**config.mk**
```make
export PLATFORM = sky130hd
export DESIGN_NAME = div_unit_flat
export DESIGN_NICKNAME = d
export VERILOG_FILES = /design/src/rtl/div_unit_if.sv /design/src/rtl/div_unit.sv /design/src/flat_wrapper.sv
export SDC_FILE = /design/constraint.sdc
export NUM_CORES = 1
export LEC_CHECK = 0
export ABC_AREA = 1
export CAP_MARGIN = 0
export CORE_AREA = 2 2 136 204
export DETAILED_ROUTE_END_ITERATION = 10
export DIE_AREA = 0 0 138 206
export PLACE_DENSITY = 0.71
export SYNTH_ARGS = -nofsm -noshare
export SYNTH_HDL_FRONTEND = slang
export SYNTH_SLANG_ARGS = --single-unit
```
**constraint.sdc**
```tcl
create_clock -name clock -period 3.1 [get_ports clock]
set_input_delay 0.62 -clock clock [delete_from_list [all_inputs] [get_ports clock]]
set_output_delay 0.62 -clock clock [all_outputs]
set_load 0.05 [all_outputs]
```
**src/rtl/div_unit_if.sv**
```systemverilog
// Handshake and result bus between the controller and the signed divider.
interface div_unit_if;
    logic        DivCtrl;
    logic [31:0] A;
    logic [31:0] B;
    logic        DivDone;
    logic        DivZero;
    logic [5:0]  counter;
    logic [31:0] HI;
    logic [31:0] LO;

    // Controller side: issues start requests and operands, reads results
    modport master (
        output DivCtrl, A, B,
        input  DivDone, DivZero, counter, HI, LO
    );

    // Divider side
    modport slave (
        input  DivCtrl, A, B,
        output DivDone, DivZero, counter, HI, LO
    );
endinterface

```
**src/rtl/div_unit.sv**
```systemverilog
// MIPS-style signed 32-bit divider: restoring shift-subtract on magnitudes,
// one quotient bit per cycle, sign fix-up at the end. LO = quotient, HI = remainder.
module div_unit (
    input  logic        clock,
    input  logic        reset,
    div_unit_if.slave   bus
);
    localparam logic [2:0] S_IDLE = 3'd0;
    localparam logic [2:0] S_CALC = 3'd1;
    localparam logic [2:0] S_FIX  = 3'd2;
    localparam logic [2:0] S_DONE = 3'd3;
    localparam logic [2:0] S_ZERO = 3'd4;

    logic [2:0]  r_state;
    logic [5:0]  r_cnt;
    logic [31:0] r_rem;    // partial remainder
    logic [31:0] r_quo;    // dividend bits shift out the top, quotient bits shift in the bottom
    logic [31:0] r_dvs;    // divisor magnitude
    logic        r_sa;     // dividend sign
    logic        r_sb;     // divisor sign
    logic [31:0] r_hi;
    logic [31:0] r_lo;
    logic        r_zero;

    logic [31:0] w_abs_a;
    logic [31:0] w_abs_b;
    logic [32:0] w_shift;
    logic [32:0] w_diff;
    logic        w_ge;
    logic [31:0] w_rem_nxt;
    logic [31:0] w_quo_nxt;

    // Operand magnitudes; 0x80000000 maps to itself, which is the correct unsigned magnitude
    assign w_abs_a = bus.A[31] ? (~bus.A + 32'd1) : bus.A;
    assign w_abs_b = bus.B[31] ? (~bus.B + 32'd1) : bus.B;

    // One restoring step: shift in next dividend bit, subtract if it fits
    assign w_shift   = {r_rem, r_quo[31]};
    assign w_diff    = w_shift - {1'b0, r_dvs};
    assign w_ge      = ~w_diff[32];
    assign w_rem_nxt = w_ge ? w_diff[31:0] : w_shift[31:0];
    assign w_quo_nxt = {r_quo[30:0], w_ge};

    // Control FSM, datapath registers and the delayed divide-by-zero pulse
    always_ff @(posedge clock) begin
        if (reset) begin
            r_state <= S_IDLE;
            r_cnt   <= 6'd0;
            r_rem   <= 32'd0;
            r_quo   <= 32'd0;
            r_dvs   <= 32'd0;
            r_sa    <= 1'b0;
            r_sb    <= 1'b0;
            r_hi    <= 32'd0;
            r_lo    <= 32'd0;
            r_zero  <= 1'b0;
        end else begin
            // DivZero goes high the cycle after ZERO is entered
            r_zero <= (r_state == S_ZERO);
            case (r_state)
                S_IDLE: begin
                    if (bus.DivCtrl) begin
                        if (bus.B != 32'd0) begin
                            r_quo   <= w_abs_a;
                            r_rem   <= 32'd0;
                            r_dvs   <= w_abs_b;
                            r_sa    <= bus.A[31];
                            r_sb    <= bus.B[31];
                            r_cnt   <= 6'd0;
                            r_state <= S_CALC;
                        end else begin
                            r_state <= S_ZERO;
                        end
                    end
                end
                S_CALC: begin
                    // 32 steps, then one cycle with counter parked at 32 before fix-up
                    if (r_cnt == 6'd32) begin
                        r_state <= S_FIX;
                    end else begin
                        r_rem <= w_rem_nxt;
                        r_quo <= w_quo_nxt;
                        r_cnt <= r_cnt + 6'd1;
                    end
                end
                S_FIX: begin
                    r_lo    <= (r_sa ^ r_sb) ? (~r_quo + 32'd1) : r_quo;
                    r_hi    <= r_sa ? (~r_rem + 32'd1) : r_rem;
                    r_state <= S_DONE;
                end
                S_DONE: begin
                    r_cnt   <= 6'd0;
                    r_state <= S_IDLE;
                end
                S_ZERO: begin
                    r_state <= S_IDLE;
                end
                default: begin
                    r_state <= S_IDLE;
                end
            endcase
        end
    end

    assign bus.DivDone = (r_state == S_DONE);
    assign bus.DivZero = r_zero;
    assign bus.counter = r_cnt;
    assign bus.HI      = r_hi;
    assign bus.LO      = r_lo;
endmodule

```
**src/flat_wrapper.sv**
```systemverilog
// flat-port wrapper written by rule: the top's interface ports become plain ports
module div_unit_flat 
  (clock, reset, bus_DivCtrl, bus_A, bus_B, bus_DivDone, bus_DivZero, bus_counter, bus_HI, bus_LO);
  div_unit_if bus_i ();
  input  logic clock;
  input  logic reset;
  input wire logic [$bits(bus_i.DivCtrl)-1:0] bus_DivCtrl;
  input wire logic [$bits(bus_i.A)-1:0] bus_A;
  input wire logic [$bits(bus_i.B)-1:0] bus_B;
  output wire logic [$bits(bus_i.DivDone)-1:0] bus_DivDone;
  output wire logic [$bits(bus_i.DivZero)-1:0] bus_DivZero;
  output wire logic [$bits(bus_i.counter)-1:0] bus_counter;
  output wire logic [$bits(bus_i.HI)-1:0] bus_HI;
  output wire logic [$bits(bus_i.LO)-1:0] bus_LO;
  assign bus_i.DivCtrl = bus_DivCtrl;
  assign bus_i.A = bus_A;
  assign bus_i.B = bus_B;
  assign bus_DivDone = bus_i.DivDone;
  assign bus_DivZero = bus_i.DivZero;
  assign bus_counter = bus_i.counter;
  assign bus_HI = bus_i.HI;
  assign bus_LO = bus_i.LO;
  div_unit u_core (.clock(clock), .reset(reset), .bus(bus_i));
endmodule
```
# After elaboration in Yosys (flattened, before gate mapping)
# Index checks and enable logic that the tools add are counted.
[classes]
mux = 21
add_sub_neg = 6
eq_ne = 9
n_reduce_logical = 8
bitwise_logic = 6
[ops]
columns = ["operator", "count"]
rows = [
  ["two-way mux 32 bit", 11],
  ["adder 32 x 1 -> 32 bit, second input constant", 4],
  ["NOT 32 bit", 4],
  ["one-hot mux 32 bit (2 select lines)", 2],
  ["subtractor 33 x 32 -> 33 bit", 1],
  ["nonzero test 32 bit", 1],
  ["two-way mux 6 bit", 3],
  ["one-hot mux 6 bit (3 select lines)", 1],
  ["two-way mux 3 bit", 3],
  ["one-hot mux 3 bit (3 select lines)", 1],
  ["AND reduction 4 bit", 2],
  ["adder 6 x 1 -> 6 bit, second input constant", 1],
  ["equality test 3 x 2 -> 1 bit, second input constant", 2],
  ["equality test 6 bit, second input constant", 1],
  ["inequality test 2 x 1 -> 1 bit, second input constant", 2],
  ["inequality test 2 bit, second input constant", 2],
  ["equality test 3 x 1 -> 1 bit, second input constant", 1],
  ["equality test 3 bit, second input constant", 1],
  ["zero test 3 bit", 1],
  ["AND reduction 3 bit", 1],
  ["nonzero test 3 bit", 1],
  ["AND reduction 2 bit", 1],
  ["nonzero test 2 bit", 1],
  ["NOT 1 bit", 1],
  ["XOR 1 bit", 1],
]
[word_totals]
in_bits = 67
regBits = 172
word_cells = 60
out_inout_bits = 72

# Longest topological paths before layout
# Gate-level depths: netlist of the first run.
[depth]
ltp_word = 6
ltp_mapped = 18
ltp_nobuf = 17

# Worst setup path before layout of the first run
# Ideal clock, no wire load.
[synth_path]
kind = "register -> register"
from = "register u_core.r_state[0]"
to = "register u_core.r_cnt[5] (netlist: u_core.bus.counter[5])"
path_slack_ns = 0.670
path_stages_with_launch = 9
path_buffers = 0
required_time_ns = 2.983
setup_ns = 0.117
t_arrival_ns = 2.313
period_less_slack_ns = 2.430
cell_sequence = "dfxtp_1 -> inv_1 -> nor3_1 -> or2_2 -> nand3_2 -> nor2_1 -> nand3_1 -> nand2_1 -> nor2_1"
[synth_between]
elab_chain_cells = 3
elab_cells_between_ends = 9
classes_between = "eq/ne (5); mux (1); reduce/logical (3)"
[synth_lines]
columns = ["element", "line", "rtl"]
rows = [
  ["from (decl)", "div_unit.sv:14", "logic [2:0] r_state;"],
  ["from (signal assigned)", "div_unit.sv:47", "r_state <= S_IDLE;"],
  ["from (signal assigned)", "div_unit.sv:70", "r_state <= S_CALC;"],
  ["from (signal assigned)", "div_unit.sv:72", "r_state <= S_ZERO;"],
  ["equality test 3 x 2 -> 1 bit *", "-", ""],
  ["via bus_DivDone", "flat_wrapper.sv:10", "output wire logic [$bits(bus_i.DivDone)-1:0] bus_DivDone;"],
  ["nonzero test 3 bit (no line)", "-", ""],
  ["AND reduction 4 bit (no line)", "-", ""],
  ["to (signal assigned)", "div_unit.sv:83", "r_cnt <= r_cnt + 6'd1;"],
  ["to (decl)", "div_unit.sv:15", "logic [5:0] r_cnt;"],
]
# The timed path passes the listed nets; every way through them passes the cells marked *.
# A chain may end at the register's enable or synchronous reset.

# Final worst setup path of the first run
[layout_path]
from = "register u_core.r_state[0]"
to = "output bus_DivDone"
[layout_between]
elab_chain_cells = 1
[layout_lines]
columns = ["element", "line", "rtl"]
rows = [
  ["equality test 3 x 2 -> 1 bit", "div_unit.sv:105", "assign bus.DivDone = (r_state == S_DONE);"],
  ["to (decl)", "flat_wrapper.sv:10", ""],
]
# Every way passes these cells.

==> results.toml, run 1 <==
[sta]
skew_ns = 0.00777
fin_crit_ns = 2.66
setup_viol = 0
finalHoldViolCount = 0
worst_pin_slew_ns = 0.806
setup-tns-final_ns = 0
hold_slack_ns = 0.465
rsz0062_at_grt = "no"
drv_slew = 0
maxSlewHeadroom = 0.462
setup_slack_ns = 0.435
period_share = 0.860
clock.fmax_mhz = 375

[clock_network]
cts_buffers = 17
cts-root-buf = "clkbuf_16"
cts.sinks = 172
clk_pin_slew_ns = 0.07
cts_tree = "done"
ctsHoldBuffers = 0
cts_setup_buffers = 0
clock_path_buffers = 2
htree_levels = 4
clock_latency_ns = 0.45
ctsResizeCount = 0

[global_routing]
grt_start_max_net_pins = 77
antenna_found_initial = 0
grt_overflow = 0
grt_use_total = 0.292
grt_pass1_wl_microns = 66200
grt_pass1_vias = 13300

[routing]
postRouteAntennaNets = 0
vias = 13900
wl_microns = 41600
drtIter0Drc = 727
drt_first_pass_iters = 5
wl_per_cell_microns = 15.8
via_per_inst = 5.27
drc_errors = 0

[hold_path]
hold_path.class = "register to register"
whs_path_depth = 2

[synthesis]
synth_enable_flop_cells = 0
synth_area_leaders = "dfxtp_1 (26%), nand2_1 (15%), inv_1 (9.6%)"
synth_top_area_cell = "dfxtp_1"
syn_area_per_cell_sq_um = 6.05
synth_top_area_share = 0.262
async_reset_ff_frac = 0
synth_cells = 2172
synth-seq-area-share = 0.262
ys.flop_type = "dfxtp_1"
syn_area_sq_mm = 0.0131
synth_cell_types = 52
yosysWarnings = 0
synth_nets = 2278
ys_seq_elements = 172

[placement]
port_buffers = 138
dp_hpwl_microns = 33300
gp_congestion = 0.974
placed_cells = 2597
post-place-ws_ns = 0.272
placed_area_sq_mm = 0.0148

[floorplan]
io_pins = 139
die_h_microns = 206
die_w_microns = 138
die_area_sq_mm = 0.0284
coreArea_sq_mm = 0.0269
initial_core_util = 0.489
row_count = 74

[setup_path]
worstSetupStartpointType = "register"
worstPathMaxFanout = 4
crit_arrival_ns = 2.04
reg2regPathDepth = 14
path_depth = 3
endpoint_kind = "output port"
cp_top_family = "buffers and inverters"
required_ns = 2.48
crit_buf_inv = 2
critPathMaxStageDelay_ns = 0.87
path_class = "register to output port"
crit_path_cell_trace = "inv_1, nor3_1, clkdlybuf4s50_1"
crit_slowest_cell = "clkdlybuf4s50_1"

[layout]
nFillCells = 2800
fin_nets = 2380
layout_commonest_cell = "nand2_1"
final_cell_area_sq_mm = 0.0154
final_util = 0.573
final_cells = 2629
multi_input_area_sq_mm = 0.00801
diodes = 0
layout_common_cells = "nand2_1 (533), inv_1 (336), nor2_1 (216)"
regArea_sq_mm = 0.00344
area_delta_synth_final_pct = 17.1
drive_above_1_share = 0.0665

[status]
status = "completed"

[power]
max-vdd-ir-drop_mv = 0.446
p_leak_nw = 7.37
p_total_mw = 8.43
power_density_mw_per_mm2 = 548

[flow_run]
cap_violations = 0
sequential cells by signal, indices dropped and copies added, names as in the netlist:
name / flops
u_core.r_dvs: 32
u_core.bus.HI: 32
u_core.r_sb: 1
u_core.r_rem: 32
u_core.r_sa: 1
u_core.r_state: 3
u_core.bus.DivZero: 1
u_core.bus.LO: 32
u_core.bus.counter: 6
u_core.r_quo: 32
layer usage:
metal | share of wire | routed length [microns] | GRT usage | vias up
li1 | - | - | - | 7175
met1 | 0.38 | 15700 | 0.306 | 6242
met2 | 0.51 | 21100 | 0.537 | 350
met3 | 0.048 | 1980 | 0.0512 | 99
met4 | 0.068 | 2850 | 0.189 | 0
met5 | 0 | 0 | 0 | -
worst register-to-register path, stage by stage, from the launching register on:
cell and delay (ns):
dfxtp_1 0.36, inv_1 0.11, ha_1 0.41, nand2_2 0.14, inv_1 0.04, nand2_1 0.06
nand2_1 0.06, nand2_1 0.06, nand2_1 0.10, a21oi_4 0.25, nand3_4 0.27, nand2_4 0.32
nand2_1 0.17, nand3_1 0.10, a21oi_1 0.06
power breakdown:
group	switching, mW	total [mW]	internal [mW]
registers	0.197	2.64	2.44
clock network	0.975	2.12	1.14
logic	2.50	3.67	1.17
synthesized netlist by cell type, types with 9 or more instances:
| library cell | n |
|---|---|
| a21oi_1 | 166 |
| a21oi_2 | 18 |
| buf_1 | 9 |
| buf_2 | 20 |
| clkbuf_1 | 44 |
| dfxtp_1 | 172 |
| ha_1 | 38 |
| inv_1 | 337 |
| inv_2 | 11 |
| nand2_1 | 533 |
| nand2_2 | 24 |
| nand3_1 | 174 |
| nand3_2 | 12 |
| nand3b_1 | 14 |
| nand4_1 | 21 |
| nor2_1 | 217 |
| nor3_1 | 32 |
| o211ai_1 | 17 |
| o21ai_0 | 157 |
| xnor2_1 | 11 |
| xor2_1 | 59 |
worst paths after layout:
path              slack [ns]          endpoint               from
setup reg to reg        0.44  u_core.r_rem[18]   u_core.r_dvs[27]
hold / removal          0.47  u_core.r_quo[26]   u_core.r_quo[26]
hold reg to reg         0.47  u_core.r_quo[26]   u_core.r_quo[26]
setup / recovery        0.44       bus_DivDone  u_core.r_state[0]
layout make-up:
class | instances | share of cell area
clock buffers | 18 | 0.0286
clock inverters | 14 | 0.00871
inverters | 348 | 0.0850
multi-input cells | 1572 | 0.521
flip-flops and latches | 172 | 0.224
well taps | 342 | 0.0278
repair buffers | 163 | 0.105
cells by family (layout without fill, tap and decap cells):
family,count (synthesis),after routing,share of synthesized area
AO/OA/AOI/OAI,400,400,0.169
XOR/XNOR,70,70,0.0467
adder cells (fa/ha/maj),39,39,0.0377
buffers and inverters,428,543,0.128
flip-flops,172,172,0.262
AND/OR/NAND/NOR,1063,1063,0.356
No activity file was read; power rests on OpenSTA's default activity.
==> inputs of run 2 (changes only) <==
Settings changed: CORE_AREA 2 2 136 204 to 2 2 185 150, CTS_CLUSTER_SIZE set to 12, DIE_AREA 0 0 138 206 to 0 0 187 152, SLEW_MARGIN set to 25.
==> run 2 against run 1 <==
Register-to-register slack about the same. Worst hold slack better by 0.020 ns. Clock power about the same. Via count up 2.1%. Die area about the same. First-iteration DRC count up 110%. Critical path type is now register to register.
==> results.toml, run 2 (synthesized netlist as in run 1, its figures left out) <==
[clock_network]
clk_pin_slew_ns = 0.07
cts-root-buf = "clkbuf_16"
clock_path_buffers = 2
cts.sinks = 172
cts_setup_buffers = 0
ctsResizeCount = 0
cts_tree = "done"
htree_levels = 4
cts_buffers = 17
ctsHoldBuffers = 0
clock_latency_ns = 0.44

[floorplan]
die_h_microns = 152
die_area_sq_mm = 0.0284
row_count = 54
initial_core_util = 0.490
coreArea_sq_mm = 0.0268
die_w_microns = 187
io_pins = 139

[routing]
drtIter0Drc = 1524
via_per_inst = 5.35
vias = 14200
wl_per_cell_microns = 16.1
drt_first_pass_iters = 7
wl_microns = 42600
postRouteAntennaNets = 0
drc_errors = 0

[hold_path]
min_to = "u_core.r_quo[26]"
hold_path.class = "register to register"
whs_path_depth = 2
hp-start = "u_core.r_quo[26]"

[global_routing]
grt_pass1_wl_microns = 67500
grt_overflow = 0
grt_use_total = 0.295
grt_start_max_net_pins = 83
grt_pass1_vias = 12600
antenna_found_initial = 0

[status]
status = "completed"

[sta]
setup_viol = 0
clock.fmax_mhz = 375
finalHoldViolCount = 0
hold_slack_ns = 0.485
drv_slew = 0
skew_ns = 0.0100
setup-tns-final_ns = 0
fin_crit_ns = 2.67
maxSlewHeadroom = 0.448
period_share = 0.861
rsz0062_at_grt = "no"
worst_pin_slew_ns = 0.827

[setup_path]
r2r-start = "u_core.r_dvs[27]"
worstPathMaxFanout = 18
reg2regPathDepth = 14
rrSetupSlack_ns = 0.43
worstSetupStartpointType = "register"
required_ns = 3.41
path_class = "register to register"
endpoint_kind = "register"
crit_arrival_ns = 2.98
rr_endpoint = "u_core.r_rem[20]"

[layout]
area_delta_synth_final_pct = 17.2
nFillCells = 2732
diodes = 0
layout_common_cells = "nand2_1 (533), inv_1 (336), nor2_1 (216)"
drive_above_1_share = 0.0652
layout_commonest_cell = "nand2_1"
final_util = 0.574
fin_nets = 2377

[power]
max-vdd-ir-drop_mv = 0.430
p_total_mw = 8.51
power_density_mw_per_mm2 = 553
p_leak_nw = 7.34

[placement]
port_buffers = 138
dp_hpwl_microns = 33300
gp_congestion = 0.990

[flow_run]
cap_violations = 0
## run 2: per-layer routing
layer | track usage | part of all wire
met1 | 0.455 | 0.50
met2 | 0.433 | 0.41
met3 | 0.0404 | 0.076
met4 | 0.0608 | 0.014
met5 | 0 | 0
## run 2: area by class of cell
cell class | instances | area, sq um | area share
multi-input cells | 1572 | 8010 | 0.520
flip-flops and latches | 172 | 3440 | 0.224
repair buffers | 160 | 1620 | 0.105
inverters | 348 | 1310 | 0.0849
well taps | 364 | 455 | 0.0296
clock buffers | 17 | 425 | 0.0276
clock inverters | 15 | 136 | 0.00886
## run 2: how the worst max path moves through the flow
stage,startpoint,endpoint,slack (ns),depth (start not counted)
finish,u_core.r_dvs[27],u_core.r_rem[20],0.43,14
global route,u_core.r_quo[31],u_core.r_rem[20],0.27,17
CTS,u_core.r_state[0],bus_DivDone,0.42,3
detailed placement,bus_A[0],u_core.r_quo[18],0.17,12
global placement,bus_A[0],u_core.r_quo[18],0.16,12
floorplan,u_core.r_state[0],u_core.bus.counter[5],0.67,8
## run 2: where the power goes
group	switching (mW)	internal, mW	total, mW
Sequential	0.222	2.44	2.66
Combinational	2.56	1.18	3.74
Clock	0.987	1.12	2.10
Total	3.77	4.74	8.51
## run 2: critical path: stages (launching register included)
cell     delay (ns)
dfxtp_1        0.33
inv_1          0.14
ha_1           0.42
nand2_2        0.13
inv_1          0.04
nand2_1        0.05
nand2_1        0.07
nand2_1        0.07
nand2_1        0.10
a21oi_4        0.26
nand3_4        0.28
nand2_4        0.33
nand2_1        0.13
nand3_1        0.09
a21oi_1        0.06
## run 2: per-stage QoR
step	setup slack, ns	area (sq um)	cells
global route	0.272	15400	2648
finish	0.431	15400	2648
floorplan	0.670	13100	2172
detailed placement	0.169	14800	2616
global placement	0.165	14800	2616
CTS	0.420	15400	2648
==> RTL change 1: new RTL, settings of run 2 <==
Make the reset (`reset`) asynchronous in one clocked block.
--- a/src/rtl/div_unit.sv
+++ b/src/rtl/div_unit.sv
@@ -42,7 +42,7 @@
     assign w_quo_nxt = {r_quo[30:0], w_ge};
 
     // Control FSM, datapath registers and the delayed divide-by-zero pulse
-    always_ff @(posedge clock) begin
+    always_ff @(posedge clock or posedge reset) begin
         if (reset) begin
             r_state <= S_IDLE;
             r_cnt   <= 6'd0;
Check against the original RTL: differs if reset is asserted again (counterexample within 4 cycles, from zero or initial values and one cycle with reset high); with reset held inactive, the same outputs for 10 cycles.
==> RTL change 1 against run 2 <==
Routed wire length shrank 2.7%. Synthesized cell count shrank 0.32%. Final area grew 4.7%. Sequential cell count is the same. Synthesized area grew 4.3%. Die area is the same. Setup slack lost 0.20 ns.
Power is not compared: it rests on default switching activity, and its combinational part moved more than twofold at a synthesized area within 25%.
==> RTL change 1: results (changes against run 2) <==
[drt]
met3_length_um = 3460  ; +6.5%
drt_iter0_markers = 1396  ; -8.4%
vias = 14100  ; -0.23%
wl_met2_um = 15400  ; -12%

[yosys]
yosysUniqueCellTypes = 48  ; -7.7%
async_reset_ff_share_pct = 100  ; +100 points
ys_seq_area_share_pct = 31.4  ; +5.2 points
synth_compound_area_share_pct = 9.78  ; -7.1 points
synthTopCellsByArea = dfrtp_1 31%, nand2_1 20%, inv_1 8.6%, nand3_1 8.5%, nor2_1 4.9%
postSynthAreaPerCell_um2 = 6.33  ; +4.6%
synth_commonest_cells = 723 x nand2_1, 314 x inv_1, 233 x nand3_1
synth_nets = 2271  ; -0.31%

[worst_setup_path]
timing.rr.end = u_core.r_rem[27]
r2r-start = u_core.r_rem[16]
arrival_ns = 2.25  ; -0.73 ns
crit_path_max_fanout = 4  ; -14

[global_route]
grt_max_degree = 63  ; -24%
groute.layer.met2.usage_pct = 38.7  ; -4.6 points
grt_util_met3_pct = 4.07  ; +0.023 points
use_met1_pct = 49.5  ; +4.0 points
track_usage_pct = 29.4  ; -0.058 points

[placement]
hpwl_um = 33300  ; +0.11%
dpl-instance-area_um2 = 15500  ; +4.6%

[timing]
hold_ws_ns = 0.480  ; -0.00487 ns
worst_clock_skew_ns = 0.0130  ; +0.00299 ns

[run_status]
outcome = finished clean

[cells_and_area]
fillers = 2629  ; -3.8%
drive_gt1_share_pct = 5.69  ; -0.84 points
fin_util_pct = 60.1  ; +2.7 points
fin_nets = 2396  ; +0.80%

[hold_path]
min_to = u_core.bus.HI[28]

RTL change 1: changes by cell type in the layout (fill, tap and decap cells not counted), moves of 33 or more:
cell	run 2	this run
a21oi_1	166	55
dfxtp_1	172	0
dfrtp_1	0	172
nand3_1	174	233
nand2_1	533	723
nor2_1	216	180
o21ai_0	157	124
RTL change 1: worst max path at each step:
stage                                    end         startpoint  cells after the start  slack [ns]
final                            bus_DivDone  u_core.r_state[0]                      3        0.23
after global routing             bus_DivDone  u_core.r_state[0]                      3        0.11
after CTS                        bus_DivDone  u_core.r_state[0]                      3        0.24
after detailed placement    u_core.r_quo[18]           bus_B[0]                     14      -0.005
after global placement      u_core.r_quo[19]           bus_B[0]                     14        0.08
after floorplan           u_core.bus.DivZero              reset                      1        0.28
RTL change 1: layout make-up:
type	instances	area share [%]
tap	364	2.83
clock buffer	18	2.73
multi-input combinational	1607	48.7
clock inverter	14	1.02
inverter	324	7.57
sequential	172	26.7
timing repair buffer	168	10.4
==> RTL change 2: new RTL, settings of run 2 <==
Made on the original files. Compare `r_cnt` against `6'd32` with >= in place of ==.
--- a/src/rtl/div_unit.sv
+++ b/src/rtl/div_unit.sv
@@ -75,7 +75,7 @@
                 end
                 S_CALC: begin
                     // 32 steps, then one cycle with counter parked at 32 before fix-up
-                    if (r_cnt == 6'd32) begin
+                    if (r_cnt >= 6'd32) begin
                         r_state <= S_FIX;
                     end else begin
                         r_rem <= w_rem_nxt;
Check against the original RTL: no difference found for any inputs over 10 cycles, from zero or initial values and one cycle with reset high; that may be too few to reach the edited logic, so the function may still have changed.
==> RTL change 2 against run 2 <==
Sequential cell count is the same. Synthesized area shrank 3.1%. Total power grew 3.4%. Routed wire length shrank 3.0%. Largest power group unchanged. Fmax shrank 3.6%. Sequential share of layout area grew 0.28 points. Critical endpoint is now u_core.bus.LO[22]. Non-clock buffer count grew 10. Setup slack lost 0.099 ns. Final area shrank 1.2%. Clock power grew 14%.
==> RTL change 2: results (changes against run 2) <==
[pwr]
irDropWorstVdd_mv = 0.454  ; +5.4%
swShare_pct = 42.1  ; -2.2 points
power_leakage_uw = 0.00733  ; -0.14%
powerDensity_nw_per_um2 = 579  ; +4.7%
seq_power_share_pct = 30.0  ; -1.3 points

[clock_network]
clk_pin_slew_ns = 0.07  ; about the same
h-tree-depth = 4  ; unchanged
cts_buffers = 17  ; unchanged

[drt]
dr.pass1.iters = 6  ; -1
wl_met2_um = 17000  ; -3.0%
vias = 13900  ; -1.6%
wl_per_cell_um = 15.7  ; -2.4%
drt_iter0_markers = 1270  ; -17%
wl_met1_um = 20800  ; -2.3%
met3_length_um = 3050  ; -6.2%

[global_route]
grt_pass1_wl_um = 66100  ; -2.1%
grt_max_degree = 78  ; -6.0%
use_met1_pct = 43.2  ; -2.3 points
grt_pass1_vias = 12300  ; -2.4%
track_usage_pct = 28.9  ; -0.63 points
grt_util_met3_pct = 5.87  ; +1.8 points
groute.layer.met2.usage_pct = 42.4  ; -0.83 points

[worst_setup_path]
r2r_cells = 13  ; -1
arrival_ns = 3.10  ; +0.12 ns
cp_slowest_cell = dfxtp_1
critPathMaxStageDelay_ns = 0.32  ; -0.10 ns
crit_start = u_core.r_quo[0]
crit_path_max_fanout = 4  ; -14
cp-endpoint = u_core.bus.LO[22]

[placement]
dpl-instance-area_um2 = 14600  ; -1.8%
place.port_buffers = 138  ; unchanged
gp_congestion = 0.926  ; -6.5%
dp_slack_ns = 0.171  ; +0.00197 ns
hpwl_um = 32500  ; -2.2%

[yosys]
yosysUniqueCellTypes = 51  ; -1.9%
yosysWarnings = 0  ; unchanged
ys_seq_area_share_pct = 27.1  ; +0.83 points
synthTopCellsByArea = dfxtp_1 27%, nand2_1 16%, inv_1 9.9%, a21oi_1 7.6%, nand3_1 6.9%
synth_nets = 2248  ; -1.3%
synth_cells = 2142  ; -1.4%
synth_commonest_cells = 553 x nand2_1, 335 x inv_1, 220 x nor2_1
async_reset_ff_share_pct = 0  ; unchanged

[hold_path]
min_to = u_core.r_quo[29]
hold_start = u_core.r_quo[29]

[cells_and_area]
fin_nets = 2362  ; -0.63%
drive_gt1_share_pct = 3.88  ; -2.6 points
fin_cells = 2632  ; -0.60%

[timing]
hold_ws_ns = 0.473  ; -0.0124 ns
worst_pin_slew_ns = 0.615  ; -0.212 ns
worst_clock_skew_ns = 0.00965  ; -0.000392 ns
fmax_mhz = 361  ; -3.6%

[run_status]
outcome = finished clean

==> RTL change 2: cell types whose count changed in the layout (fill, tap and decap cells not counted), moves of 6 or more <==
| cell | run 2 | this run |
|---|---|---|
| a21oi_1 | 166 | 193 |
| a21oi_2 | 18 | 2 |
| buf_4 | 16 | 26 |
| inv_2 | 11 | 5 |
| nand2_1 | 533 | 553 |
| nand2_2 | 24 | 3 |
| nand3_2 | 12 | 3 |
| o21ai_0 | 157 | 148 |
==> RTL change 2: layout make-up <==
cell class	instances	area [um^2]
Sequential cell	172	3440
Clock inverter	11	193
Clock buffer	20	447
Tap cell	364	455
Multi-Input combinational cell	1554	7690
Fill cell	2752	11600
Timing Repair Buffer	170	1690
Inverter	341	1280
==> RTL change 2: cell families after synthesis <==
family,Yosys count,synth area share [%]
AOI/OAI and AO/OA,400,17.0
xor gates and xnor gates,75,5.16
adders and majority gates,39,3.89
buffers and inverters,416,12.5
DFF,172,27.1
and+or+nand+nor,1040,34.4
